==> src/rtl/vga_pkg.sv <==
// Shared definitions for the VGA-side SDRAM arbiter: FSM state encoding and burst geometry.
package vga_pkg;

  localparam logic [1:0] ARB_IDLE  = 2'd0;
  localparam logic [1:0] ARB_REQ   = 2'd1;
  localparam logic [1:0] ARB_BURST = 2'd2;

  localparam int unsigned SDRAM_BURST_BYTES = 32;

  typedef enum logic [1:0] {
    StIdle  = ARB_IDLE,
    StReq   = ARB_REQ,
    StBurst = ARB_BURST
  } arb_state_e;

endpackage

==> src/rtl/vga_sdram_arbiter_if.sv <==
// Requester-side and SDRAM-side signal bundle of the arbiter; master is the arbiter's view.
interface vga_sdram_arbiter_if #(
  parameter int unsigned NUM_REQ = 3
);
  logic [NUM_REQ-1:0]    req_req;
  logic [32*NUM_REQ-1:0] req_addr;
  logic [NUM_REQ-1:0]    req_ack;
  logic [31:0]           req_data;
  logic [NUM_REQ-1:0]    req_valid;
  logic [NUM_REQ-1:0]    req_complete;
  logic                  sdram_req;
  logic [31:0]           sdram_addr;
  logic                  sdram_ack;
  logic [31:0]           sdram_data;
  logic                  sdram_valid;
  logic                  sdram_complete;
  logic [NUM_REQ-1:0]    grant;

  modport master (
    input  req_req, req_addr, sdram_ack, sdram_data, sdram_valid, sdram_complete,
    output req_ack, req_data, req_valid, req_complete, sdram_req, sdram_addr, grant
  );

  modport slave (
    output req_req, req_addr, sdram_ack, sdram_data, sdram_valid, sdram_complete,
    input  req_ack, req_data, req_valid, req_complete, sdram_req, sdram_addr, grant
  );
endinterface

==> src/rtl/vga_rr_pick.sv <==
// Combinational round-robin picker over ports 1..NUM_REQ-1, starting at ptr_i and wrapping to 1.
module vga_rr_pick #(
  parameter int unsigned NUM_REQ = 3,
  localparam int unsigned IdxW = $clog2(NUM_REQ)
) (
  input  logic [NUM_REQ-1:1] req_i,
  input  logic [IdxW-1:0]    ptr_i,
  output logic [NUM_REQ-1:0] winner_o,
  output logic               found_o
);

  int unsigned p;

  always_comb begin
    winner_o = '0;
    found_o  = 1'b0;
    p        = 0;
    for (int unsigned k = 0; k < NUM_REQ - 1; k++) begin
      // ptr_i is never 0, so ptr_i-1+k stays non-negative
      p = (32'(ptr_i) - 32'd1 + k) % (NUM_REQ - 1) + 32'd1;
      if (!found_o && req_i[IdxW'(p)]) begin
        winner_o[IdxW'(p)] = 1'b1;
        found_o            = 1'b1;
      end
    end
  end

endmodule

==> src/rtl/vga_sdram_arbiter.sv <==
// Shares the SDRAM burst-read port: port 0 has bounded priority, ports 1..N-1 rotate round-robin.
module vga_sdram_arbiter
  import vga_pkg::*;
#(
  parameter int unsigned NUM_REQ     = 3,
  parameter int unsigned MAX_PRI_RUN = 4
) (
  input logic                clock,
  input logic                reset,
  vga_sdram_arbiter_if.master bus
);

  localparam int unsigned IdxW = $clog2(NUM_REQ);

  arb_state_e         state_q, state_d;
  logic [NUM_REQ-1:0] grant_q, grant_d;
  logic               sdram_req_q, sdram_req_d;
  logic [31:0]        sdram_addr_q, sdram_addr_d;
  logic [IdxW-1:0]    rr_ptr_q, rr_ptr_d;
  logic [3:0]         pri_run_q, pri_run_d;

  logic [NUM_REQ-1:0] rr_win, win_oh;
  logic               rr_found;
  logic               others_req, win_zero;
  logic [31:0]        win_addr;
  logic [IdxW-1:0]    rr_next;

  vga_rr_pick #(
    .NUM_REQ(NUM_REQ)
  ) u_rr_pick (
    .req_i   (bus.req_req[NUM_REQ-1:1]),
    .ptr_i   (rr_ptr_q),
    .winner_o(rr_win),
    .found_o (rr_found)
  );

  assign others_req = |bus.req_req[NUM_REQ-1:1];
  // Port 0 yields once it has won MAX_PRI_RUN times in a row against a waiting port
  assign win_zero   = bus.req_req[0] &&
                      !((pri_run_q == 4'(MAX_PRI_RUN)) && others_req);

  always_comb begin
    win_oh   = win_zero ? NUM_REQ'(1) : (rr_found ? rr_win : '0);
    win_addr = '0;
    rr_next  = IdxW'(1);
    for (int unsigned p = 0; p < NUM_REQ; p++) begin
      if (win_oh[p]) begin
        win_addr = bus.req_addr[32*p +: 32];
        rr_next  = (p == NUM_REQ - 1) ? IdxW'(1) : IdxW'(p + 1);
      end
    end
  end

  always_comb begin
    state_d      = state_q;
    grant_d      = grant_q;
    sdram_req_d  = sdram_req_q;
    sdram_addr_d = sdram_addr_q;
    rr_ptr_d     = rr_ptr_q;
    pri_run_d    = pri_run_q;
    unique case (state_q)
      StIdle: begin
        if (|bus.req_req) begin
          grant_d      = win_oh;
          sdram_addr_d = win_addr;
          sdram_req_d  = 1'b1;
          state_d      = StReq;
          if (win_zero) begin
            if (!others_req)              pri_run_d = 4'd0;
            else if (pri_run_q != 4'hF)   pri_run_d = pri_run_q + 4'd1;
          end else begin
            pri_run_d = 4'd0;
            rr_ptr_d  = rr_next;
          end
        end
      end
      StReq: begin
        if (bus.sdram_ack) begin
          sdram_req_d = 1'b0;
          if (bus.sdram_complete) begin
            grant_d = '0;
            state_d = StIdle;
          end else begin
            state_d = StBurst;
          end
        end
      end
      StBurst: begin
        if (bus.sdram_complete) begin
          grant_d = '0;
          state_d = StIdle;
        end
      end
      default: begin
        state_d     = StIdle;
        grant_d     = '0;
        sdram_req_d = 1'b0;
      end
    endcase
  end

  always_ff @(posedge clock or negedge reset) begin
    if (!reset) begin
      state_q      <= StIdle;
      grant_q      <= '0;
      sdram_req_q  <= 1'b0;
      sdram_addr_q <= '0;
      rr_ptr_q     <= IdxW'(1);
      pri_run_q    <= 4'd0;
    end else begin
      state_q      <= state_d;
      grant_q      <= grant_d;
      sdram_req_q  <= sdram_req_d;
      sdram_addr_q <= sdram_addr_d;
      rr_ptr_q     <= rr_ptr_d;
      pri_run_q    <= pri_run_d;
    end
  end

  // grant_q is zero in IDLE, so the masks alone keep routed outputs quiet there
  assign bus.req_ack      = grant_q & {NUM_REQ{bus.sdram_ack}};
  assign bus.req_valid    = grant_q & {NUM_REQ{bus.sdram_valid}};
  assign bus.req_complete = grant_q & {NUM_REQ{bus.sdram_complete}};
  assign bus.req_data     = bus.sdram_data;
  assign bus.sdram_req    = sdram_req_q;
  assign bus.sdram_addr   = sdram_addr_q;
  assign bus.grant        = grant_q;

endmodule
==> src/flat_wrapper.sv <==
// flat-port wrapper written by rule: the top's interface ports become plain ports
module vga_sdram_arbiter_flat import vga_pkg::*;
#(
  parameter int unsigned NUM_REQ     = 3,
  parameter int unsigned MAX_PRI_RUN = 4
)
  (clock, reset, bus_req_req, bus_req_addr, bus_sdram_ack, bus_sdram_data, bus_sdram_valid, bus_sdram_complete, bus_req_ack, bus_req_data, bus_req_valid, bus_req_complete, bus_sdram_req, bus_sdram_addr, bus_grant);
  vga_sdram_arbiter_if #(.NUM_REQ(NUM_REQ)) bus_i ();
  input logic clock;
  input logic reset;
  input wire logic [$bits(bus_i.req_req)-1:0] bus_req_req;
  input wire logic [$bits(bus_i.req_addr)-1:0] bus_req_addr;
  input wire logic [$bits(bus_i.sdram_ack)-1:0] bus_sdram_ack;
  input wire logic [$bits(bus_i.sdram_data)-1:0] bus_sdram_data;
  input wire logic [$bits(bus_i.sdram_valid)-1:0] bus_sdram_valid;
  input wire logic [$bits(bus_i.sdram_complete)-1:0] bus_sdram_complete;
  output wire logic [$bits(bus_i.req_ack)-1:0] bus_req_ack;
  output wire logic [$bits(bus_i.req_data)-1:0] bus_req_data;
  output wire logic [$bits(bus_i.req_valid)-1:0] bus_req_valid;
  output wire logic [$bits(bus_i.req_complete)-1:0] bus_req_complete;
  output wire logic [$bits(bus_i.sdram_req)-1:0] bus_sdram_req;
  output wire logic [$bits(bus_i.sdram_addr)-1:0] bus_sdram_addr;
  output wire logic [$bits(bus_i.grant)-1:0] bus_grant;
  assign bus_i.req_req = bus_req_req;
  assign bus_i.req_addr = bus_req_addr;
  assign bus_i.sdram_ack = bus_sdram_ack;
  assign bus_i.sdram_data = bus_sdram_data;
  assign bus_i.sdram_valid = bus_sdram_valid;
  assign bus_i.sdram_complete = bus_sdram_complete;
  assign bus_req_ack = bus_i.req_ack;
  assign bus_req_data = bus_i.req_data;
  assign bus_req_valid = bus_i.req_valid;
  assign bus_req_complete = bus_i.req_complete;
  assign bus_sdram_req = bus_i.sdram_req;
  assign bus_sdram_addr = bus_i.sdram_addr;
  assign bus_grant = bus_i.grant;
  vga_sdram_arbiter #(.NUM_REQ(NUM_REQ), .MAX_PRI_RUN(MAX_PRI_RUN)) u_core (.clock(clock), .reset(reset), .bus(bus_i));
endmodule
==> config.mk <==
export PLATFORM = sky130hd
export DESIGN_NAME = vga_sdram_arbiter_flat
export DESIGN_NICKNAME = d
export VERILOG_FILES = /design/src/rtl/vga_pkg.sv /design/src/rtl/vga_sdram_arbiter_if.sv /design/src/rtl/vga_rr_pick.sv /design/src/rtl/vga_sdram_arbiter.sv /design/src/flat_wrapper.sv
export SDC_FILE = /design/constraint.sdc
export NUM_CORES = 1
export LEC_CHECK = 0
export BUFFER_PORTS_ARGS = -buffer_cell sky130_fd_sc_hd__buf_2
export CAP_MARGIN = 0
export CORE_MARGIN = 3
export CORE_UTILIZATION = 42
export CTS_CLUSTER_DIAMETER = 50
export DETAILED_ROUTE_END_ITERATION = 16
export HOLD_SLACK_MARGIN = 0.03
export PLACE_DENSITY = 0.87
export SLEW_MARGIN = 20
export SYNTH_ARGS = -nofsm -noshare
export SYNTH_HDL_FRONTEND = slang
export SYNTH_HIERARCHICAL = 1
export SYNTH_SLANG_ARGS = --single-unit
==> constraint.sdc <==
create_clock -name clock -period 2.1 [get_ports clock]
set_input_delay 0.63 -clock clock [delete_from_list [all_inputs] [get_ports clock]]
set_output_delay 0.63 -clock clock [all_outputs]
set_load 0.005 [all_outputs]
==> summary by stage <==
Outcome
The run finished with clean final reports.

Critical path
For the worst flop-to-flop path, the logic depth is 9. On the critical path, the stage with the largest delay is an instance of sky130_fd_sc_hd__dfstp_2. Data on the critical path arrives at its endpoint at about 2.2 ns. The required time of the worst setup path is 2.31 ns. The kind of launch point of the worst setup path is a register. In this design, the stage delay of the slowest critical-path cell is between 0.5 and 0.6 ns. Among the stages of the critical path, the cell type that occurs most often is sky130_fd_sc_hd__buf_4. The setup path with the least slack is of type register to register. Traced cell by cell, the critical path runs through inv_1, a21boi_1, buf_4, nand2_1, nor2_1, buf_4, and3_1, a21oi_1, a31oi_1. Of all nets on the critical path, the largest fanout is 14. STA classifies the critical path endpoint as a register.

Floorplanning
The floorplan step set the die height to 91.7 um. The number of placed I/O pins is approximately 210. For this configuration, the core starts out at a cell density of 44.4%. The area of the core is about 6900 um2. The floorplan step set the die width to 91.7 um.

The floorplan step defined a die boundary enclosing 8400 um2. The number of placement rows is 30.

Clock network
The cell at the root of the clock tree is sky130_fd_sc_hd__clkbuf_8. The number of hold buffers added after CTS was 0. The clock transition time at the flip-flop clock pins of the worst setup and hold paths is 0.07 ns.

The largest buffer count on any clock path is 2. TritonCTS built the clock tree. CTS saw 43 sinks. For the worst-skew pair, the clock arrives at the later sink with an insertion delay of 0.29 ns. Clock tree synthesis inserted a total of 5 buffers.

The number of gates resized after CTS was 0. The H-tree depth is 2.

Hold path
The path type of the worst min-delay path is input port to asynchronous set/reset pin.

Global routing
The number of antenna violations at the first check in global routing is 0. Entering global routing, the biggest net connects 33 pins. The number of global-route vias before repair is 3091.

The wire length of the first global-routing pass is ~15 mm. The remaining global-route overflow is 0. The global-route usage over all layers is a little over a fifth.

Pwr
For this design the static power due to leakage is 1.86 nW. Dividing total power by cell area gives a power density of roughly 1100 nW/um2. VDD sags by at most about 0.46 mV.

Synthesis
The mapped cell area is roughly 3100 um2. The total nets after synthesis is 489. Yosys printed 6 warnings. The post-synthesis cell count is ~350. The mean area per synthesized cell is 8.88 um2.

Detailed routing
The wire length after detailed routing is 9.32 mm. The routed length per placed instance is 16.7 um. The first detailed-routing pass took 4 iterations. The via density per instance is 5.47. In this run the remaining antenna-violating nets after routing total 0.

After detailed routing, the number of remaining DRC violations is 0. The vias after detailed routing is 3053. After the first detailed-routing iteration, the DRC count stood at 196.

Finish
Cells with a size suffix above 1 make up around two fifths of the layout. The final non-filler cell area is 3810 um2. Relative to the synthesized area, the layout overhead comes to 23.6%.

The net total in the final layout is 605. The number of antenna diodes in the final layout is 0.

STA
The number of slew-limit violations in the final report was 0. The post-route minimum period is 1.97 ns. The count of endpoints failing hold in the final timing report is 0.

Setup violations remaining at the end of the flow were counted as 0. Based on the critical path, the design can be clocked at up to 507 MHz. Setup repair after global routing left no endpoint under its margin. The transition time of the tightest slew-check pin is 1.08 ns. The final setup skew is between 0.006 and 0.007 ns. The worst relative slew slack is 27.5%. After layout, the worst path uses roughly 94% of the clock period. Setup total negative slack on the finished layout was measured at 0 ns.

Placement
Routability-driven placement finished with a final weighted congestion of 0.834. Buffers placed on the I/O ports in this run total 148. The post-detailed-placement cell area is 3720 um2. Summed over all nets, the half-perimeter wirelength after detailed placement is 7.03 mm.

Flow run
The tool flagged a number of max-cap violations equal to 0.
[cells in the final DEF, fill, tap and decap left out, types with 5 or more instances in the layout]
cell and n:
sky130_fd_sc_hd__o21ai_1 15, sky130_fd_sc_hd__dfrtp_1 42, sky130_fd_sc_hd__buf_2 148, sky130_fd_sc_hd__a31oi_1 9, sky130_fd_sc_hd__o21ai_0 25, sky130_fd_sc_hd__a32oi_1 8, sky130_fd_sc_hd__clkbuf_8 5, sky130_fd_sc_hd__a221oi_2 8
sky130_fd_sc_hd__and2_1 15, sky130_fd_sc_hd__buf_4 13, sky130_fd_sc_hd__nand2_1 21, sky130_fd_sc_hd__a22o_1 15, sky130_fd_sc_hd__and3_1 8, sky130_fd_sc_hd__ha_1 6, sky130_fd_sc_hd__a221oi_1 15, sky130_fd_sc_hd__nand2b_1 9
sky130_fd_sc_hd__inv_1 10, sky130_fd_sc_hd__nor2_1 30, sky130_fd_sc_hd__a21oi_1 19
[final timing paths]
path,from,endpoint,slack (ns)
max,u_core/rr_ptr_q[0],u_core/bus.sdram_addr[20],0.13
min,reset,u_core/bus.sdram_addr[6],0.30
max reg2reg,u_core/rr_ptr_q[0],u_core/bus.sdram_addr[20],0.13
min reg2reg,u_core/bus.sdram_addr[17],u_core/bus.sdram_addr[17],0.49
max in group asynchronous,reset,u_core/bus.sdram_addr[17],1.30
min in group clock,u_core/bus.sdram_addr[17],u_core/bus.sdram_addr[17],0.49
[critical path, delay by kind of cell (launching register included)]
| kind | cells | cell delay, ns |
|---|---|---|
| AND/OR/NAND/NOR | 3 | 0.41 |
| flip-flops | 1 | 0.55 |
| AO/OA/AOI/OAI | 3 | 0.45 |
| buffers and inverters | 3 | 0.48 |
[report_power, final]
part / switching, W / leakage (nW) / internal (W)
registers: 0.000233 / 0.521 / 0.00123
logic: 0.00124 / 1.30 / 0.00104
clock network: 0.000251 / 0.0371 / 0.000222
total: 0.00172 / 1.86 / 0.00249
[state kept, by name (all words and copies together) (netlist names)]
| signal | cells |
|---|---|
| u_core/state_q | 2 |
| u_core/bus.sdram_req | 1 |
| u_core/rr_ptr_q | 1 |
| u_core/bus.sdram_addr | 32 |
| u_core/bus.grant | 3 |
| u_core/pri_run_q | 4 |
[timing repair]
action                                  4_1_cts  5_1_grt
endpoints found under the setup margin       11       15
setup buffers                                 0        1
pin swaps                                     1        1
[final cells by class]
type	count	area, um2
tap	96	120
timing repair buffer	164	898
sequential	43	1080
clock buffer	6	72.6
inverter	10	37.5
multi-input combinational	239	1610
fill	634	3130
[per-layer routing]
layer	global-route usage, %	share of wire, %	vias to the layer above
li1	-	-	1455
met4	5.90	1.2	0
met2	38.0	52	156
met1	25.5	38	1426
met3	4.76	9.0	16
met5	0	0	-
[stage by stage]
| step | hold slack (ns) | total power (W) | worst slack [ns] | utilization, % | std cells |
|---|---|---|---|---|---|
| final | 0.301 | 0.00421 | 0.127 | 54.9 | 558 |
| after global routing | 0.320 | 0.00456 | 0.00432 | 54.9 | 558 |
| after CTS | 0.301 | 0.00422 | 0.0418 | 54.6 | 557 |
| after detailed placement | 0.471 | 0.00373 | -0.167 | 53.5 | 551 |
| after global placement | 0.462 | 0.00364 | -0.141 | 53.5 | 551 |
| after floorplan | 0.334 | 0.00286 | 0.111 | - | 347 |
Power figures use the tool's default switching activity.
